==> src/rtl/pwm_peripheral.sv <==
// rtl/pwm_peripheral.sv - 16-output PWM peripheral with prescaled 8-bit counter
// Optional duty shadow register enabled by defining PWM_DUTY_SHADOW_EN.
module pwm_peripheral #(
    parameter int PRESCALE = 13
) (
    input  logic        clk,
    input  logic        rst_n,
    input  logic [7:0]  en_reg_out_7_0,
    input  logic [7:0]  en_reg_out_15_8,
    input  logic [7:0]  en_reg_pwm_7_0,
    input  logic [7:0]  en_reg_pwm_15_8,
    input  logic [7:0]  pwm_duty_cycle,
    output logic [15:0] out,
    output logic        period_start
);

    localparam int PW = (PRESCALE > 1) ? $clog2(PRESCALE) : 1;
    localparam logic [PW-1:0] PRESC_MAX = PW'(PRESCALE - 1);

    logic [PW-1:0] r_presc;
    logic [7:0]    r_pwm_count;
    logic [15:0]   r_out;
    logic          r_period_start;

    logic          w_tick;
    logic          w_wrap;
    logic [7:0]    w_duty;
    logic          w_level;
    logic [15:0]   w_en_out;
    logic [15:0]   w_en_pwm;
    logic [15:0]   w_next_out;

    assign w_tick = (r_presc == PRESC_MAX);
    assign w_wrap = w_tick && (r_pwm_count == 8'hFF);

    always_ff @(posedge clk or negedge rst_n) begin
        if (!rst_n) begin
            r_presc <= '0;
        end else if (w_tick) begin
            r_presc <= '0;
        end else begin
            r_presc <= r_presc + 1'b1;
        end
    end

    always_ff @(posedge clk or negedge rst_n) begin
        if (!rst_n) begin
            r_pwm_count <= 8'h00;
        end else if (w_tick) begin
            r_pwm_count <= r_pwm_count + 8'h01;
        end
    end

`ifdef PWM_DUTY_SHADOW_EN
    logic [7:0] r_duty_shadow;

    // Duty is captured only at the period boundary so a period never mixes two duties.
    always_ff @(posedge clk or negedge rst_n) begin
        if (!rst_n) begin
            r_duty_shadow <= 8'h00;
        end else if (w_wrap) begin
            r_duty_shadow <= pwm_duty_cycle;
        end
    end

    assign w_duty = r_duty_shadow;
`else
    assign w_duty = pwm_duty_cycle;
`endif

    // 0xFF forces a full-on level; 0x00 never matches the compare, so no boundary glitch.
    assign w_level    = (w_duty == 8'hFF) || (r_pwm_count < w_duty);
    assign w_en_out   = {en_reg_out_15_8, en_reg_out_7_0};
    assign w_en_pwm   = {en_reg_pwm_15_8, en_reg_pwm_7_0};
    assign w_next_out = w_en_out & (~w_en_pwm | {16{w_level}});

    always_ff @(posedge clk or negedge rst_n) begin
        if (!rst_n) begin
            r_out          <= 16'h0000;
            r_period_start <= 1'b0;
        end else begin
            r_out          <= w_next_out;
            r_period_start <= w_wrap;
        end
    end

    assign out          = r_out;
    assign period_start = r_period_start;

endmodule

==> config.mk <==
export PLATFORM = sky130hd
export DESIGN_NAME = pwm_peripheral
export DESIGN_NICKNAME = d
export VERILOG_FILES = /design/src/rtl/pwm_peripheral.sv
export SDC_FILE = /design/constraint.sdc
export NUM_CORES = 1
export LEC_CHECK = 0
export ABC_AREA = 1
export CAP_MARGIN = 20
export CORE_ASPECT_RATIO = 1.1
export CORE_MARGIN = 1.5
export CORE_UTILIZATION = 46
export CTS_CLUSTER_DIAMETER = 150
export DETAILED_ROUTE_END_ITERATION = 10
export PLACE_DENSITY = 0.87
export SLEW_MARGIN = 15
export SYNTH_ARGS = -nofsm -noshare
export SYNTH_HDL_FRONTEND = slang
export SYNTH_SLANG_ARGS = --single-unit
==> constraint.sdc <==
create_clock -name clk -period 3.45 [get_ports clk]
set_clock_uncertainty 0.15 [all_clocks]
set_input_delay 0.8625 -clock clk [delete_from_list [all_inputs] [get_ports clk]]
set_output_delay 0.8625 -clock clk [all_outputs]
set_load 0.005 [all_outputs]
# Yosys cells after proc, flatten, opt, wreduce, memory -nomap -nowiden
# Cells that the tools add are included.
[word_totals]
out_inout_bits = 17
word_cells = 16
ff_bits = 29
[classes]
bitwise_logic = 3
n_lt_le_gt_ge = 1
n_reduce_logical = 2
add_sub_neg = 2
n_eq_ne = 3
n_mux = 1
[op_table]
columns = ["operator", "count"]
rows = [
  ["$and A16 B16 Y16", 1],
  ["$eq A8 B8 Y1 const B", 2],
  ["$not A16 Y16", 1],
  ["$or A16 B16 Y16", 1],
  ["$add A8 B1 Y8 const B", 1],
  ["$lt A8 B8 Y1", 1],
  ["$add A4 B1 Y4 const B", 1],
  ["$eq A4 B4 Y1 const B", 1],
  ["$mux W4", 1],
  ["$logic_and A1 B1 Y1", 1],
  ["$logic_or A1 B1 Y1", 1],
]

# Logic depth before layout (Yosys ltp)
[logic_depth]
word_depth = 4
ltp_mapped = 12
depth_no_buf = 11

# Least setup slack after synthesis
# Ideal clock, no wire load.
[synth_timing]
path_kind = "input-to-reg"
from = "input port pwm_duty_cycle[5]"
to = "register r_out[10], in the netlist out[10]"
path_stages = 10
setup_ns = 0.062
t_required_ns = 3.238
path_slack_ns = 1.296
arrival_time_ns = 1.942
path_cell_list = "inv_1 ha_1 a21oi_1 nor2_1 nor3_2 nand2_4 buf_6 nand3_2 nand2_1 inv_1"
[synth_between]
elab_chain_cells = 4
[synth_lines]
columns = ["element", "line", "rtl"]
rows = [
  ["start: declaration", "12", "input logic [7:0] pwm_duty_cycle,"],
  ["$lt A8 B8 Y1 or $eq A8 B8 Y1 (tied branches)", "72", "assign w_level = (w_duty == 8'hFF) || (r_pwm_count < w_duty);"],
  ["$logic_or A1 B1 Y1 *", "72", ""],
  ["$or A16 B16 Y16 *", "75", "assign w_next_out = w_en_out & (~w_en_pwm | {16{w_level}});"],
  ["$and A16 B16 Y16 *", "75", ""],
  ["named net w_next_out[10]", "31", "logic [15:0] w_next_out;"],
  ["end signal: assignment", "82", "r_out <= w_next_out;"],
  ["end: declaration", "22", "logic [15:0] r_out;"],
]
# The timed path passes the listed nets; every way through them passes the cells marked *.
# A chain may end at the register's enable or synchronous reset.

# Final worst setup path
[layout_timing]
from = "input port pwm_duty_cycle[5]"
to = "register r_out[2], in the netlist out[2]"
# Same word-level chain as after synthesis.

==> out/results.ini <==
[cts]
cts_hold_buf = 0
cts_tree = yes
clk_latency_ps = 320
clk_path_buf_depth = 2
cts_resized = 0
cts.sinks = 29
clk_pin_slew_ps = 80
root_buffer = clkbuf_4
cts_setup_buffers = 0
ctsHtreeMaxLevel = 2
cts_made_buffers = 5

[yosys]
synth_edf_count = 0
syn_nets = 207
yosysSeqAreaShare = 0.488
synth_top_family_by_area = simple AND/OR/NAND/NOR gates
ys.flop_type = dfrtp_1
synth-seq-cells = 29
yosysUniqueCellTypes = 23
avgSynthCellArea_um2 = 9.60
synth_adder_area_share = 0.0841
synth_cells = 155
synth-xor-area-share = 0.0530
synth_simple_gate_area_share = 0.251
asyncSetResetFlopFracSynth = 1.00
syn_area_um2 = 1490
synth_compound_area_frac = 0.0109
synthMuxAreaShare = 0.00757
yosys_warnings = 0

[routing]
vias_per_cell = 4.59
drtPass1Iterations = 4
drtAntennaViolNets = 0
drc_errors = 0
drt_wl_total_mm = 2.76
vias = 1162
drt-wirelength-per-cell_um = 10.9
drt_iter0_drc = 34

[global_routing]
overflow = 0
antenna_found_initial = 0
grt_max_degree = 30
grt.total_usage = 0.178
grt_pass1_vias = 1104
grt_pass1_wl_mm = 4.71

[sta]
tightest_slew_ps = 404
setup_viol = 0
slew_violations = 0
period_needed_ps = 2420
fmax_ghz = 0.414
slew_headroom = 0.730
tns_ps = 0
rsz0062_at_grt = false
fin_crit_sh = 0.701
hold_viol = 0

[power]
power.total_mw = 0.651
leakage_nw = 1.05
powerDensity_nw_per_um2 = 303
ir_worst_vdd_v = 0.000266

[final_layout]
final_util = 0.700
design_area_um2 = 2150
drive_gt1_frac = 0.128
final_cell_mix = clkdlybuf4s50_1 (58), nand2_1 (33), inv_1 (32), dfrtp_1 (29), nand3_2 (11)
diodes = 0
final_common_cell = clkdlybuf4s50_1
area_growth_pct = 44.6
final_nets = 271
layout.cells.non_filler = 253

[min_path]
min_path_cells = 1
hp-class = register to register
min_from = r_pwm_count[4]

[critical_path]
critPathArrivalTime_ps = 2530
critPathLaunch = pwm_duty_cycle[5]
end_kind = register
worstSetupStartpointType = input port
ff2ff_path_depth = 8
path_class = input port to register
worstPathRequired_ps = 3560
r2r_start = r_pwm_count[5]
worst-path-max-fanout = 16

[floorplan]
ios = 59
start_util = 0.484
die_x_um = 57.2
die_y_um = 62.6
rows = 21
dieArea_um2 = 3580
core_um2 = 3070

[placed_design]
dpl.hpwl_mm = 2.18
io_buffers = 58
globalplace.congestion = 0.795
numPlacedInstances = 246
dpl_cell_area_um2 = 2100

[run_status]
status = completed

[flow_run]
drv_cap = 0

[power breakdown]
group	total, mW	leakage (nW)	internal, mW	switching (mW)
Combinational	0.0965	0.669	0.0650	0.0315
Clock	0.202	0.0314	0.0960	0.106
Sequential	0.352	0.348	0.349	0.00250
[cell families (layout without fill, tap and decap cells)]
group,Yosys count,count (layout)
AO/OA/AOI/OAI,3,3
XOR/XNOR,9,9
adder cells (fa/ha/maj),10,10
buffers and inverters,38,102
flip-flops,29,29
multiplexers,1,1
AND/OR/NAND/NOR,65,65
[cell type report]
cell class,count,area (um^2)
Inverter,36,135
Fill cell,223,923
Timing Repair Buffer,59,588
Sequential cell,29,726
Multi-Input combinational cell,88,604
Clock buffer,7,55.1
Tap cell,34,42.5
[state kept, by name, indices dropped and copies added (netlist names)]
name          count
r_pwm_count       8
out              16
r_presc           4
period_start      1
[metal layers]
layer	wire, um	global-route usage
met1	1050	0.186
met2	1380	0.287
met3	263	0.0911
met4	62	0.0959
met5	0	0
[worst paths after layout]
check	to	slack, ps
setup / recovery	out[2]	1030
hold / removal	r_pwm_count[4]	360
setup reg to reg	out[2]	1670
hold reg to reg	r_pwm_count[4]	360
max in group asynchronous	out[8]	2120
min in group asynchronous	out[4]	760
[through the flow]
step / setup slack [ps] / hold slack (ps)
2_1_floorplan: 1300 / 319
3_3_place_gp: 794 / 335
3_5_place_dp: 687 / 346
4_1_cts: 1030 / 358
5_1_grt: 985 / 396
6_report: 1030 / 358
[Yosys cell counts (2+ instances only)]
| cell type | number | share of area |
|---|---|---|
| a21oi_1 | 2 | 0.0067 |
| buf_6 | 2 | 0.015 |
| dfrtp_1 | 29 | 0.49 |
| ha_1 | 10 | 0.084 |
| inv_1 | 32 | 0.081 |
| inv_2 | 3 | 0.0076 |
| nand2_1 | 33 | 0.083 |
| nand3_1 | 9 | 0.030 |
| nand3_2 | 11 | 0.074 |
| nand4_1 | 2 | 0.0084 |
| nor2_1 | 2 | 0.0050 |
| nor2_2 | 2 | 0.0084 |
| xnor2_1 | 3 | 0.018 |
| xor2_1 | 6 | 0.035 |
[worst max-delay path: stages]
cell and delay (ps):
clkdlybuf4s50_1 460, inv_1 70, ha_1 300, a21oi_1 150, nor2_1 60, nor3_2 170, nand2_4 190, nand3_1 120
nand2_1 70, inv_1 60
No activity file was read; power rests on OpenSTA's default activity.
